**src/rtl/cheshire_rst_boot_seq.sv**
```systemverilog
// cheshire_rst_boot_seq: reset/boot sequencer with strap latching, TAP-first release and boot watchdog
module cheshire_rst_boot_seq #(
    parameter int unsigned RstHoldCycles     = 16,
    parameter int unsigned TrstLeadCycles    = 4,
    parameter int unsigned BootTimeoutCycles = 2**20,
    parameter int unsigned CntWidth          = 24
) (
    input  logic       clk_i,
    input  logic       rst_ni,
    input  logic [1:0] boot_mode_strap_i,
    input  logic       test_mode_strap_i,
    input  logic       sw_rst_req_i,
    input  logic       boot_done_i,
    output logic       soc_rst_no,
    output logic       jtag_trst_no,
    output logic [1:0] boot_mode_o,
    output logic       test_mode_o,
    output logic [2:0] state_o,
    output logic       timeout_o,
    output logic [7:0] boot_count_o
);
    typedef enum logic [2:0] {
        HOLD     = 3'd0,
        TRST_REL = 3'd1,
        BOOT     = 3'd2,
        DONE     = 3'd3,
        FAIL     = 3'd4
    } state_t;

    localparam logic [CntWidth-1:0] HoldLast = CntWidth'(RstHoldCycles - 1);
    localparam logic [CntWidth-1:0] TrstLast = CntWidth'(TrstLeadCycles - 1);
    localparam logic [CntWidth-1:0] BootLast = CntWidth'(BootTimeoutCycles - 1);
    localparam bit                  WdogEn   = BootTimeoutCycles != 0;

    state_t              r_state, w_state_nxt;
    logic [CntWidth-1:0] r_cnt, w_cnt_nxt;
    logic                w_latch, w_boot_inc, w_timeout_set;
    logic                r_soc_rst_n, r_jtag_trst_n, r_test_mode, r_timeout;
    logic [1:0]          r_boot_mode;
    logic [7:0]          r_boot_count;

    // Next state and counter; software reset overrides everything, then boot-done, then the watchdog
    always_comb begin
        w_state_nxt   = r_state;
        w_cnt_nxt     = r_cnt;
        w_latch       = 1'b0;
        w_boot_inc    = 1'b0;
        w_timeout_set = 1'b0;
        if (sw_rst_req_i) begin
            w_state_nxt = HOLD;
            w_cnt_nxt   = '0;
        end else begin
            case (r_state)
                HOLD: begin
                    w_state_nxt = (r_cnt == HoldLast) ? TRST_REL : HOLD;
                    w_cnt_nxt   = (r_cnt == HoldLast) ? '0 : r_cnt + 1'b1;
                    w_latch     = r_cnt == HoldLast;
                end
                TRST_REL: begin
                    w_state_nxt = (r_cnt == TrstLast) ? BOOT : TRST_REL;
                    w_cnt_nxt   = (r_cnt == TrstLast) ? '0 : r_cnt + 1'b1;
                    w_boot_inc  = r_cnt == TrstLast;
                end
                BOOT: begin
                    if (boot_done_i) begin
                        w_state_nxt = DONE;
                    end else if (WdogEn && r_cnt == BootLast) begin
                        w_state_nxt   = FAIL;
                        w_cnt_nxt     = '0;
                        w_timeout_set = 1'b1;
                    end else begin
                        w_cnt_nxt = r_cnt + 1'b1;
                    end
                end
                DONE: w_state_nxt = DONE;
                default: begin
                    w_state_nxt = HOLD;
                    w_cnt_nxt   = '0;
                end
            endcase
        end
    end

    // State, counter and registered outputs; reset lines are decoded from the next state
    always_ff @(posedge clk_i or negedge rst_ni) begin
        if (!rst_ni) begin
            r_state       <= HOLD;
            r_cnt         <= '0;
            r_soc_rst_n   <= 1'b0;
            r_jtag_trst_n <= 1'b0;
            r_boot_mode   <= 2'b00;
            r_test_mode   <= 1'b0;
            r_timeout     <= 1'b0;
            r_boot_count  <= 8'd0;
        end else begin
            r_state       <= w_state_nxt;
            r_cnt         <= w_cnt_nxt;
            r_soc_rst_n   <= w_state_nxt inside {BOOT, DONE};
            r_jtag_trst_n <= w_state_nxt inside {TRST_REL, BOOT, DONE};
            if (w_latch) begin
                r_boot_mode <= boot_mode_strap_i;
                r_test_mode <= test_mode_strap_i;
            end
            if (w_timeout_set) r_timeout <= 1'b1;
            if (w_boot_inc && r_boot_count != 8'hff) r_boot_count <= r_boot_count + 8'd1;
        end
    end

    assign soc_rst_no   = r_soc_rst_n;
    assign jtag_trst_no = r_jtag_trst_n;
    assign boot_mode_o  = r_boot_mode;
    assign test_mode_o  = r_test_mode;
    assign state_o      = r_state;
    assign timeout_o    = r_timeout;
    assign boot_count_o = r_boot_count;
endmodule
```
**config.mk**
```make
export PLATFORM = sky130hd
export DESIGN_NAME = cheshire_rst_boot_seq
export DESIGN_NICKNAME = d
export VERILOG_FILES = /design/src/rtl/cheshire_rst_boot_seq.sv
export SDC_FILE = /design/constraint.sdc
export NUM_CORES = 1
export LEC_CHECK = 0
export BUFFER_PORTS_ARGS = -buffer_cell sky130_fd_sc_hd__buf_2
export CAP_MARGIN = 20
export CORE_ASPECT_RATIO = 0.75
export CORE_MARGIN = 1.5
export CORE_UTILIZATION = 46
export CTS_BUF_LIST = sky130_fd_sc_hd__clkbuf_16
export CTS_CLUSTER_DIAMETER = 60
export DETAILED_ROUTE_END_ITERATION = 8
export HOLD_SLACK_MARGIN = 0.06
export SETUP_SLACK_MARGIN = 0.3
export SLEW_MARGIN = 15
export SYNTH_ARGS = -nofsm -noshare
export SYNTH_HDL_FRONTEND = slang
export SYNTH_SLANG_ARGS = --single-unit
```
**constraint.sdc**
```tcl
create_clock -name clk_i -period 7.5 [get_ports clk_i]
set_input_delay 2.25 -clock clk_i [delete_from_list [all_inputs] [get_ports clk_i]]
set_output_delay 2.25 -clock clk_i [all_outputs]
set_load 0.02 [all_outputs]
```
[Word-level counts from Yosys, hierarchy flattened]
Index checks and enable logic that the tools add are counted.
Storage, ports and cells
  bits of input ports: 7
  output and inout bits: 17
  register bits after elaboration: 41
  logic and storage cells: 47
Cells by class
  mux-type cells: 20
  eq/ne operators: 12
  add/sub/neg operators: 2
  reduce and logical (&&, ||, !) cells: 5
Operators with widths (number)
  2-to-1 mux 24 bit: 5
  case mux 24 bit (4 select lines): 1
  adder 24 x 1 -> 24 bit (second input constant): 1
  == test 24 x 2 -> 1 bit (second input constant): 1
  == test 24 x 20 -> 1 bit (second input constant): 1
  == test 24 x 4 -> 1 bit (second input constant): 1
  == test 3 x 2 -> 1 bit (second input constant): 4
  case mux 3 bit (4 select lines): 1
  2-to-1 mux 1 bit: 9
  2-to-1 mux 3 bit: 3
  adder 8 x 1 -> 8 bit (second input constant): 1
  != test 8 bit (second input constant): 1
  == test 3 x 1 -> 1 bit (second input constant): 2
  zero test 3 bit: 1
  != test 3 bit (second input constant): 1
  nonzero test 3 bit: 1
  2-to-1 mux 2 bit: 1
  != test 2 bit (second input constant): 1
  AND reduction 2 bit: 1
  nonzero test 2 bit: 1
  logical AND 1 bit: 1

[Logic depth before layout (Yosys ltp)]
  depth after elaboration: 7
  depth in mapped cells: 8
  depth with buffers taken out: 7

[Worst setup path after synthesis]
Ideal clock, no wire load.
  path type: input port to flip-flop
  start point: input sw_rst_req_i
  end point: register r_boot_count[7], in the netlist boot_count_o[7]
  required time: 7.371 ns
  path slack: 3.329 ns
  arrival: 4.042 ns
  stages: 7
  buffers on the path: 1
  library setup time: 0.129 ns
  path through: clkbuf_1 > or4b_2 > a41oi_1 > nor4b_4 > and3_1 > nand3_1 > xnor2_1
Between the ends
  longest elaborated chain between the ends: 2
Ends and longest elaborated chain
  from (decl): line 12  | input logic sw_rst_req_i,
  2-to-1 mux 1 bit: line 49  | if (sw_rst_req_i) begin
  logical AND 1 bit: line 105  | if (w_boot_inc && r_boot_count != 8'hff) r_boot_count <= r_boot_count + 8'd1;
  to (signal assigned): line 105
  to (decl): line 40  | logic [7:0] r_boot_count;
No other way between the ends.
A chain may end at the register's enable or synchronous reset.

[Final worst setup path]
Ends and elaborated chain as after synthesis.

==> impl_metrics.csv <==
group,metric,value,unit
status,status,"complete, no violations",
worst_setup_path,crit_type,"in -> reg",
worst_setup_path,slowest_stage,"or4b_2",
sta,period_minus_slack,4.02,ns
route,remaining_drc_errors,0,
route,highest_layer,"met4",
sta,final.setup_skew,0.00446,ns
placement,pre_cts_ws,3.23,ns
synth,syn-instance-count,232,
final_layout,final_nets,262,
sta,slew_headroom,0.392,
power_and_ir_drop,power_density,172,nW/um2
power_and_ir_drop,internal_power,0.348,mW
die,core-area,4840,um2
final_layout,syn_to_final_growth,12.2,%
final_layout,diodes,0,
die,die_h,64.1,um
clocking,root_buffer,"clkbuf_16",
final_layout,final_common_cell,"dfrtp_1",
worst_setup_path,critPathTopFamily,"simple AND/OR/NAND/NOR gates",
route,route.vias.total,1860,
worst_setup_path,cp-end-kind,"flop",
worst_setup_path,setup.worst_path.start_class,"input pin",
clocking,cts_buffers,5,
clocking,path_clk_slew,0.05,ns
sta,slew_violations,0,
worst_setup_path,path_cells,"buf_2, or4b_2, a41oi_1, nor4b_4, and3_1, nand3_1, xnor2_1",
clocking,cts_tree,"done",
sta,period_share,0.536,
clocking,htreeDepth,2,
clocking,cts-resized-gates,0,
clocking,post_cts_buffers,0,
global_routing,track_usage,0.201,
route,firstDrtPassIters,4,
power_and_ir_drop,combPwrFrac,0.045,
worst_setup_path,crit_fanout,8,
synth,seq_area_frac_synth,0.448,
sta,setup_viol,0,
synth,yosys_register_bits,41,
die,rows,22,
sta,timing.fmax,249,MHz
final_layout,final_cell_mix,"dfrtp_1, nand3_1, buf_2, nand2_1, and3_1",
route,drtAntennaViolNets,0,
sta,timing.final.ws_setup,3.48,ns
route,wl_per_cell,15.9,um
die,initial_core_util,0.473,
route,route.met3.wl,222,um
final_layout,multi_input_area,1200,um2
sta,final.setup.tns,0,ns
worst_setup_path,cp_data_arrival_time,4.19,ns
placement,gp_congestion,0.792,
worst_setup_path,slowest_delay,0.68,ns
power_and_ir_drop,swShare,0.213,
power_and_ir_drop,p_leak,1.26,nW
global_routing,grt_overflow,0,
power_and_ir_drop,vdd_drop_max,0.000124,V
power_and_ir_drop,clkPwrFrac,0.445,
synth,ys.flop_type,"dfrtp_1",
sta,tightestPinTransition,0.912,ns
flow_run,drv_cap,0,
placement,port-buffer-count,23,
clocking,clk_path_buf_depth,2,
synth,yosys_warnings,0,
die,die_x,84.5,um
sta,hold_viol,0,
global_routing,grt_pass1_wl,8610,um
power_and_ir_drop,pwr-share-seq,0.510,
clocking,cts_sinks,41,
global_routing,antenna_found_initial,0,
global_routing,grt_pass1_vias,1746,
final_layout,seq_area,1030,um2
route,route.met2.wl,2110,um
synth,syn-cell-area,2290,um2
route,wirelength,4980,um
final_layout,fillers,441,
worst_setup_path,crit_required,7.66,ns
synth,synth.net_count,241,
synth,synth_area_per_cell,9.87,um2
clocking,hold_buffers,0,
synth,synth_edf_count,0,
synth,yosysUniqueCellTypes,52,
final_layout,drive_above_1_share,0.190,
sta,rsz0062_at_grt,"false",
route,vias_per_cell,5.94,
global_routing,grt_max_degree,42,
synth,synthArstFlopShare,1.00,
die,die-area,5420,um2
route,first_iter_violations,110,
placement,hpwlAfterDp,3360,um
hold_path,hp-class,"reg -> reg",
clocking,clock_latency,0.28,ns
route,wl_met1,2580,um
die,io_pins,24,
worst_setup_path,crit_buf_inv,1,
power_and_ir_drop,p_sw,0.0945,mW
-- state kept, by name, indices dropped and copies added, names as in the netlist --
signal        cells
boot_mode_o       2
state_o           3
test_mode_o       1
r_cnt            24
timeout_o         1
jtag_trst_no      1
boot_count_o      8
soc_rst_no        1
-- metal layers --
metal,vias up,track usage
li1,934,-
met1,879,0.296
met2,40,0.289
met3,7,0.0491
met4,0,0.0665
met5,-,0
-- power groups by stage --
stage / sequential [mW] / clock, mW / combinational, mW
finish: 0.226 / 0.197 / 0.0199
global route: 0.226 / 0.215 / 0.0227
CTS: 0.226 / 0.203 / 0.0204
detailed placement: 0.230 / 0 / 0.0203
global placement: 0.230 / 0 / 0.0203
floorplan: 0.230 / 0 / 0.00995
-- final cells by class --
class                      instances  share of cell area
tap                               60              0.0292
clock buffer                       5              0.0487
clock inverter                     2             0.00292
timing repair buffer              25              0.0506
sequential                        41               0.399
multi-input combinational        179               0.468
inverter                           1             0.00146
-- final timing paths --
check,start,endpoint,slack [ns],cells after the start
worst max-delay path,sw_rst_req_i,boot_count_o[7],3.48,7
worst max register to register,r_cnt[16],r_cnt[1],4.26,6
worst min-delay path,timeout_o,timeout_o,0.47,1
worst min register to register,timeout_o,timeout_o,0.47,1
max in group asynchronous,rst_ni,r_cnt[23],4.83,1
min in group asynchronous,rst_ni,test_mode_o,2.10,1
-- cells in the mapped netlist, types with 2 or more instances --
| cell type | instances | area, um2 |
|---|---|---|
| nor3_1 | 11 | 55.1 |
| clkbuf_1 | 5 | 18.8 |
| and4_1 | 4 | 35.0 |
| o31ai_1 | 4 | 30.0 |
| o21ai_0 | 5 | 25.0 |
| and3_1 | 12 | 75.1 |
| nor4_2 | 2 | 25.0 |
| nor4_1 | 4 | 25.0 |
| nor2b_1 | 2 | 12.5 |
| nand3_1 | 37 | 185 |
| nand2_1 | 18 | 67.6 |
| nor3b_1 | 2 | 15.0 |
| dfrtp_1 | 41 | 1030 |
| o311ai_0 | 2 | 17.5 |
| mux2_2 | 4 | 45.0 |
| and2_1 | 3 | 18.8 |
| or4_1 | 5 | 37.5 |
| a211o_1 | 10 | 87.6 |
| or2_2 | 3 | 18.8 |
| buf_2 | 3 | 15.0 |
| ha_1 | 2 | 25.0 |
| nor2_1 | 6 | 22.5 |
| a2bb2oi_1 | 2 | 17.5 |
| xnor2_1 | 6 | 52.6 |
| or3_1 | 7 | 43.8 |
| nand4_1 | 6 | 37.5 |
-- per-stage QoR --
step	hold WS, ns	utilization	instance area (um2)	total power [mW]	std cells
after CTS	0.470	0.531	2570	0.449	313
after global routing	0.494	0.531	2570	0.464	313
after detailed placement	0.448	0.503	2440	0.250	306
after floorplan	0.482	-	2290	0.240	232
after global placement	0.448	0.503	2440	0.250	306
final	0.469	0.531	2570	0.443	313
-- worst register-to-register path, delay by kind of cell, from the launching register on --
family           cells  cell delay, ns
AO/OA/AOI/OAI        2            0.89
AND/OR/NAND/NOR      4            1.85
flip-flops           1            0.44
-- cell families after synthesis --
family / synth area share
adders and majority gates: 0.0109
muxes: 0.0240
AOI/OAI and AO/OA: 0.134
xor gates and xnor gates: 0.0268
buffers and inverters: 0.0268
and+or+nand+nor: 0.329
DFF: 0.448
Power figures use the tool's default switching activity.
